==> config.mk <==
export PLATFORM = sky130hd
export DESIGN_NAME = elink_tx_arbiter
export DESIGN_NICKNAME = d
export VERILOG_FILES = /design/src/rtl/elink_tx_arbiter.sv
export SDC_FILE = /design/constraint.sdc
export NUM_CORES = 2
export LEC_CHECK = 0
export CAP_MARGIN = 20
export CORE_ASPECT_RATIO = 1.2
export CORE_MARGIN = 5
export CORE_UTILIZATION = 55
export CTS_CLUSTER_SIZE = 28
export DETAILED_ROUTE_END_ITERATION = 12
export GPL_ROUTABILITY_DRIVEN = 1
export PLACE_DENSITY = 0.81
export SLEW_MARGIN = 40
export SYNTH_ARGS = -nofsm -noshare
export SYNTH_HDL_FRONTEND = slang
export SYNTH_SLANG_ARGS = --single-unit
==> constraint.sdc <==
create_clock -name clkin -period 4.7 [get_ports clkin]
set_clock_uncertainty 0.2 [all_clocks]
set_input_delay 0.705 -clock clkin [delete_from_list [all_inputs] [get_ports clkin]]
set_output_delay 0.705 -clock clkin [all_outputs]
set_load 0.03 [all_outputs]
==> src/rtl/elink_tx_arbiter.sv <==
// N-channel elink transmit arbiter: per-channel FIFOs merged onto one
// registered output by fixed-priority or round-robin selection.
module elink_tx_arbiter #(
    parameter int NCH   = 3,
    parameter int PW    = 104,
    parameter int DEPTH = 4,
    parameter int MODE  = 0,
    localparam int CW   = (NCH > 2) ? $clog2(NCH) : 1
) (
    input  logic              clkin,
    input  logic              resetb,
    input  logic [NCH-1:0]    ch_access,
    input  logic [NCH*PW-1:0] ch_packet,
    output logic [NCH-1:0]    ch_wait,
    output logic              out_access,
    output logic [PW-1:0]     out_packet,
    input  logic              out_wait,
    output logic [CW-1:0]     out_grant,
    output logic [NCH-1:0]    ovf_flag,
    input  logic              ovf_clear
);

    localparam int AW = $clog2(DEPTH);

    logic [PW-1:0]  mem    [NCH][DEPTH];
    logic [AW-1:0]  wr_ptr [NCH];
    logic [AW-1:0]  rd_ptr [NCH];
    logic [AW:0]    count  [NCH];

    logic [NCH-1:0] full;
    logic [NCH-1:0] empty_n;
    logic [NCH-1:0] push;
    logic [NCH-1:0] pop;
    logic [NCH-1:0] ovf_set;
    logic [CW-1:0]  rr_ptr;
    logic [CW-1:0]  start;
    logic [CW-1:0]  gnt;
    logic [CW:0]    idx;
    logic [CW:0]    nxt;
    logic           any;
    logic           load;

    always_comb begin
        for (int i = 0; i < NCH; i++) begin
            full[i]    = (count[i] == (AW+1)'(DEPTH));
            empty_n[i] = (count[i] != '0);
        end
    end

    assign ch_wait = full;
    assign push    = ch_access & ~full;
    assign ovf_set = ch_access & full;
    assign load    = !out_access || !out_wait;

    // Search non-empty channels from start, wrapping modulo NCH
    always_comb begin
        start = (MODE == 1) ? rr_ptr : '0;
        gnt   = '0;
        any   = 1'b0;
        idx   = '0;
        for (int k = 0; k < NCH; k++) begin
            idx = {1'b0, start} + (CW+1)'(k);
            if (idx >= (CW+1)'(NCH))
                idx = idx - (CW+1)'(NCH);
            if (!any && empty_n[idx[CW-1:0]]) begin
                any = 1'b1;
                gnt = idx[CW-1:0];
            end
        end
    end

    always_comb begin
        pop = '0;
        if (load && any)
            pop = NCH'(1) << gnt;
        nxt = {1'b0, gnt} + (CW+1)'(1);
        if (nxt == (CW+1)'(NCH))
            nxt = '0;
    end

    always_ff @(posedge clkin) begin
        for (int i = 0; i < NCH; i++)
            if (push[i])
                mem[i][wr_ptr[i]] <= ch_packet[i*PW +: PW];
    end

    always_ff @(posedge clkin or negedge resetb) begin
        if (!resetb) begin
            for (int i = 0; i < NCH; i++) begin
                wr_ptr[i] <= '0;
                rd_ptr[i] <= '0;
                count[i]  <= '0;
            end
        end else begin
            for (int i = 0; i < NCH; i++) begin
                if (push[i])
                    wr_ptr[i] <= wr_ptr[i] + AW'(1);
                if (pop[i])
                    rd_ptr[i] <= rd_ptr[i] + AW'(1);
                case ({push[i], pop[i]})
                    2'b10:   count[i] <= count[i] + (AW+1)'(1);
                    2'b01:   count[i] <= count[i] - (AW+1)'(1);
                    default: count[i] <= count[i];
                endcase
            end
        end
    end

    always_ff @(posedge clkin or negedge resetb) begin
        if (!resetb) begin
            out_access <= 1'b0;
            out_packet <= '0;
            out_grant  <= '0;
            rr_ptr     <= '0;
        end else if (load) begin
            if (any) begin
                out_access <= 1'b1;
                out_packet <= mem[gnt][rd_ptr[gnt]];
                out_grant  <= gnt;
                rr_ptr     <= nxt[CW-1:0];
            end else begin
                out_access <= 1'b0;
            end
        end
    end

    // A coincident overflow outranks the clear
    always_ff @(posedge clkin or negedge resetb) begin
        if (!resetb)
            ovf_flag <= '0;
        else
            ovf_flag <= (ovf_clear ? '0 : ovf_flag) | ovf_set;
    end

endmodule

# --- Yosys cells after proc, flatten, opt, wreduce, memory -nomap -nowiden ---
# Memory sizes are Yosys's and may differ from the RTL's.
# Cells that the tools add are included.
classes:
  shift: 1
  n_mux: 29
  eq_ne: 9
  add_sub_neg: 12
  magnitude_cmp: 8
  n_reduce_logical: 18
  bitwise_logic: 9
ops:
  columns: ["operator", "n"]
  rows:
  - ["416-bit 2-to-1 mux", 3]
  - ["104-bit demux with 2-bit select", 3]
  - ["104-bit 2-to-1 mux", 5]
  - ["104-bit binary-select mux with 2-bit select", 1]
  - ["3-bit one-hot mux with 2 select lines", 3]
  - ["3-bit >= comparator (second input constant)", 5]
  - ["2-bit inverter with 3-bit output", 5]
  - ["2-bit by 1-bit adder with 2-bit output (second input constant)", 6]
  - ["3-bit by 1-bit adder with 3-bit output (second input constant)", 3]
  - ["3-bit == test (second input constant)", 3]
  - ["3-bit by 1-bit < comparator with 1-bit output (second input constant)", 3]
  - ["3-bit nonzero test", 3]
  - ["3-bit by 1-bit subtractor with 3-bit output (second input constant)", 3]
  - ["1-bit 2-to-1 mux", 8]
  - ["3-bit bitwise AND", 2]
  - ["2-bit by 1-bit == test with 1-bit output (second input constant)", 3]
  - ["2-bit == test (second input constant)", 3]
  - ["1-bit logical AND", 6]
  - ["2-bit 2-to-1 mux", 3]
  - ["3-bit 2-to-1 mux", 2]
  - ["2-bit nonzero test", 3]
  - ["2-bit binary-select mux with 2-bit select", 1]
  - ["1-bit logical NOT", 4]
  - ["3-bit inverter", 1]
  - ["4 further kinds", 4]
word_totals:
  word_cells: 100
  output_inout_bits: 113
  in_bits: 319
  ramBits: 1248
  n_memories: 1
  regBits: 131
memory_table:
  columns: ["memory", "words", "width", "read_ports", "rd_clocked_by_memory_dff", "wr", "line_no", "source"]
  rows:
  - ["mem", 3, 416, 1, 0, 3, "25", "logic [PW-1:0] mem [NCH][DEPTH];"]

# --- Longest topological paths before layout ---
logic_depth:
  word_depth: 16
  ltp_mapped: 13
  depth_no_buf: 10

# --- Least setup slack after synthesis ---
# No wires, ideal clock.
synth_path:
  path_kind: "reg2reg"
  from: "register count[3] (netlist name)"
  to: "memory mem[1][0] (netlist name) (enable)"
  period_less_slack_ns: 4.276
  n_path_buf: 1
  arrival_time_ns: 3.601
  setup_ns: 0.475
  path_stages_with_launch: 6
  required_time_ns: 4.025
  slack_ns: 0.424
  path_cell_list: "dfrtp_1 inv_1 and3_1 nor2b_1 clkbuf_1 and2_1"
synth_lines:
  columns: ["item", "line_no", "source"]
  rows:
  - ["start: declaration", "28", "logic [AW:0] count [NCH];"]
  - ["start signal: indexed assignment", "101", "2'b10: count[i] <= count[i] + (AW+1)'(1);"]
  - ["start signal: indexed assignment", "102", "2'b01: count[i] <= count[i] - (AW+1)'(1);"]
  - ["start signal: indexed assignment", "103", "default: count[i] <= count[i];"]
  - ["end: declaration", "25", null]

# --- Worst setup path after layout ---
layout_path:
  from: "register count[7] (netlist name)"
  to: "register count[7] (netlist name)"
layout_via:
  elab_chain_cells: 12
  word_cells_on_any_way: 22
  classes_between: "2 x add/sub; 3 x eq/ne; 1 x shift; 7 x mux; 2 x bitwise; 7 x reduce/logical"
layout_rtl:
  columns: ["item", "line_no", "source"]
  rows:
  - ["3-bit nonzero test *", "46", "empty_n[i] = (count[i] != '0);"]
  - ["1-bit 2-to-1 mux *", "65", "if (!any && empty_n[idx[CW-1:0]]) begin"]
  - ["1-bit logical NOT", "65", null]
  - ["1-bit logical AND", "65", null]
  - ["1-bit 2-to-1 mux", "65", null]
  - ["1-bit logical NOT", "65", null]
  - ["1-bit logical AND", "65", null]
  - ["2-bit 2-to-1 mux or 1-bit 2-to-1 mux (tied branches)", "65", null]
  - ["1-bit by 2-bit left shift with 3-bit output or 1-bit logical AND (tied branches)", "75, 74", null]
  - ["3-bit 2-to-1 mux *", "74", "if (load && any)"]
  - ["named net pop[0]", "33", "logic [NCH-1:0] pop;"]
  - ["2-bit by 1-bit == test with 1-bit output or 2-bit == test (tied branches)", "100", "case ({push[i], pop[i]})"]
  - ["3-bit one-hot mux with 2 select lines or 2-bit nonzero test (tied branches)", null, null]
# Mark *: on every way through the listed nets, which the timed path passes. The rest lies on a longest branch.
# A chain may end at the register's enable or synchronous reset.

==> metrics.cfg <==
[final_layout]
area_delta_synth_final_pct=19.71
drive_gt1_share_pct=7.285
nNetsFinal=4351
stdcell_area_sq_um=62470
register_area_sq_um=40750
fillerInstances=6123
multiInputGateArea_sq_um=10460

[worst_setup_path]
crit_chain=nor3_4 -> buf_4 -> buf_4 -> a21oi_1 -> ha_1 -> inv_1 -> fa_1 -> o21ai_0
required_ns=5.11
worstSetupEndpoint=count[7]$_DFFE_PN0P_
critPathLaunchType=flop
cpMostUsedCell=buf_4
reg2reg_depth=8
max_stage_delay_ns=0.79
crit_slowest_cell=buf_4
timing.rr.start=count[7]$_DFFE_PN0P_
path_max_fanout=61
end_kind=flop
cp-startpoint=count[7]$_DFFE_PN0P_
cp_data_arrival_time_ns=4.21
rr_endpoint=count[7]$_DFFE_PN0P_
worstSetupPathType=reg2reg
reg2reg_slack_ns=0.90

[drt]
first_pass_iters=9
drt_wl_total_mm=153.4
vias=34990
postRouteAntennaNets=0
drt_iter0_drc=4925
vias_per_cell=6.473
post_drt_wl_per_cell_um=28.37
drcViolationCount=0

[global_routing]
grt_overflow=0
grt_first_pass_wirelength_mm=224.0
grt_pass1_vias=35320
grt_max_degree=117
grt_use_total_pct=29.49
antenna_found_initial=37

[clock_network]
clk_pin_slew_ns=0.07
clkLatencyLatePin_ns=0.70
cts_tree=done
clock_path_buffers=3
cts.sinks=1379
htreeDepth=3
cts_resized=0
cts_buffers=121
root_buffer=clkbuf_16
cts_setup_buffers=0

[timing]
rsz0062_at_grt=no
hold_violations=0
tns_ns=0
period_minus_slack_ns=3.796
slew_headroom_pct=36.98
finalCritPeriodShare_pct=80.77
slew_violations=0
setup_viol=0
worst_slew_pin_slew_ns=0.9454
max_freq_mhz=263.4

[yosys]
ys_async_sr_fraction_pct=9.500
synth_top_area_share_pct=71.81
synth_area_sq_um=52190
synth_common_cells=1248 x edfxtp_1, 534 x nand2_1, 421 x nor2_1
synth.avg_cell_area_sq_um=14.34
synth-edff-count=1248
ys_ff_latch=1379
ys.flop_type=edfxtp_1
yosys-top-cells-area=edfxtp_1 72%, dfrtp_1 6.3%, nand2_1 3.8%
yosysSeqAreaShare_pct=78.10
yosys_warnings=0
synth_nets=3977
yosysUniqueCellTypes=37
yosys.area.top_type=edfxtp_1
syn_inst=3640
synth_most_common_cell=edfxtp_1

[floorplan]
start_util_pct=55.50
rows=123
coreArea_sq_um=94030
die_w_um=291.2
num_io_pins=432
dieArea_sq_um=101200
die_h_um=347.4

[power_and_ir_drop]
p_leak_nw=21.12
seqPwrFrac_pct=42.2
internal_power_mw=26.22
swShare_pct=36.20
p_switching_mw=14.88
power.density_nw_per_um2=657.8
clock_power_share_pct=24.2
power_frac_comb_pct=33.6
peakVddDrop_mv=0.8499
finalPower_mw=41.09

[placed_design]
io_buffers=431
post-dp-hpwl_mm=85.58
placed_area_sq_um=58300
gp_congestion=0.7965

[outcome]
outcome=finished clean

[flow_run]
cap_violations=0

[worst_hold_path]
min_path_type=in2async

[critical path, delay by kind of cell (launching register included)]
kind	cells	cell delay, ns
AOI/OAI and AO/OA	2	0.41
and+or+nand+nor	1	0.43
adders and majority gates	2	0.67
DFF	1	0.43
buffers and inverters	3	1.57
[worst min-delay path by stage]
stage | to | from | slack [ns] | cells after the start
after floorplan | count[0]$_DFFE_PN0P_ | resetb | 0.21 | 0
after global placement | rd_ptr[1]$_DFFE_PN0P_ | rd_ptr[1]$_DFFE_PN0P_ | 0.25 | 1
after detailed placement | rd_ptr[3]$_DFFE_PN0P_ | rd_ptr[3]$_DFFE_PN0P_ | 0.27 | 1
after CTS | rd_ptr[3]$_DFFE_PN0P_ | rd_ptr[3]$_DFFE_PN0P_ | 0.28 | 1
after global routing | out_packet[8]$_DFFE_PN0N_ | resetb | 0.29 | 2
final | out_packet[8]$_DFFE_PN0N_ | resetb | 0.28 | 2
[routing by layer]
| layer | up-vias | part of all wire (%) | track usage [%] |
|---|---|---|---|
| li1 | 14690 | - | - |
| met1 | 17220 | 35 | 38.01 |
| met2 | 2653 | 49 | 48.71 |
| met3 | 419 | 11 | 5.866 |
| met4 | 6 | 4.4 | 14.19 |
| met5 | - | 0.022 | 0 |
[power by group through the flow]
stage / Sequential [mW] / Clock (mW) / Combinational (mW)
2_1_floorplan: 18.3 / 0 / 7.04
3_3_place_gp: 17.5 / 0 / 13.1
3_5_place_dp: 17.5 / 0 / 13.5
4_1_cts: 17.3 / 9.98 / 13.6
5_1_grt: 17.5 / 10.5 / 14.6
6_report: 17.4 / 9.93 / 13.8
[state kept, by name, summed over array words and instances (netlist names)]
name / cells
mem: 1248
out_packet: 104
count: 9
rd_ptr: 6
wr_ptr: 6
ovf_flag: 3
out_grant: 2
out_access: 1
[area by class of cell]
| class | instances | area share, % |
|---|---|---|
| Clock inverter | 61 | 0.9153 |
| Tap cell | 1250 | 2.504 |
| Multi-Input combinational cell | 1976 | 16.75 |
| Antenna cell | 38 | 0.1522 |
| Timing Repair Buffer | 516 | 8.834 |
| Sequential cell | 1379 | 65.24 |
| Clock buffer | 166 | 5.490 |
| Inverter | 20 | 0.1202 |
[layout by cell type (no fill, tap or decap), types with 3 or more instances in the layout]
master	synthesis	layout
buf_16	0	5
a32oi_1	104	104
ha_1	15	15
edfxtp_1	1248	1248
dfrtp_1	131	131
clkbuf_8	0	20
a21oi_1	335	334
o21ai_0	4	4
o22ai_1	188	188
clkbuf_16	0	123
and2_4	0	13
and3_1	3	3
nor2_1	421	419
clkinv_2	0	25
bufinv_16	0	9
buf_12	0	36
or3_1	3	3
buf_6	0	4
a31oi_1	188	188
nand2_4	0	3
a311oi_1	20	20
a22o_1	3	3
clkinv_1	0	13
inv_1	20	20
clkbuf_1	219	25
fa_1	3	3
xnor2_1	10	10
clkinvlp_4	0	8
nand2_1	534	531
clkdlybuf4s50_1	0	430
nor2_4	0	3
inv_6	0	3
xor2_1	8	8
buf_4	0	34
a221oi_1	104	104
diode_2	0	38
[metrics by stage]
| step | setup slack (ns) | hold slack, ns | instances | utilization (%) |
|---|---|---|---|---|
| after detailed placement | 0.8113 | 0.2692 | 5136 | 62.00 |
| final | 0.9039 | 0.2783 | 5406 | 66.44 |
| after global routing | 0.7734 | 0.2896 | 5401 | 66.42 |
| after floorplan | 0.4244 | 0.2094 | 3640 | - |
| after CTS | 0.8413 | 0.2822 | 5364 | 66.26 |
| after global placement | 0.9607 | 0.2532 | 5130 | 61.85 |
[cells by family after synthesis]
kind of cell | count (synthesis) | synth area share [%]
AO/OA/AOI/OAI | 952 | 11.73
XOR/XNOR | 18 | 0.3021
adder cells (fa/ha/maj) | 18 | 0.4747
buffers and inverters | 285 | 2.098
flip-flops | 1379 | 78.10
multiplexers | 2 | 0.03836
AND/OR/NAND/NOR | 986 | 7.262
[timing repair]
action                                  in CTS  in global routing
hold buffers                                 1                  0
endpoints found under the setup margin       0                  0
hold endpoints to repair                    76                  0
No activity file was read; power rests on OpenSTA's default activity.
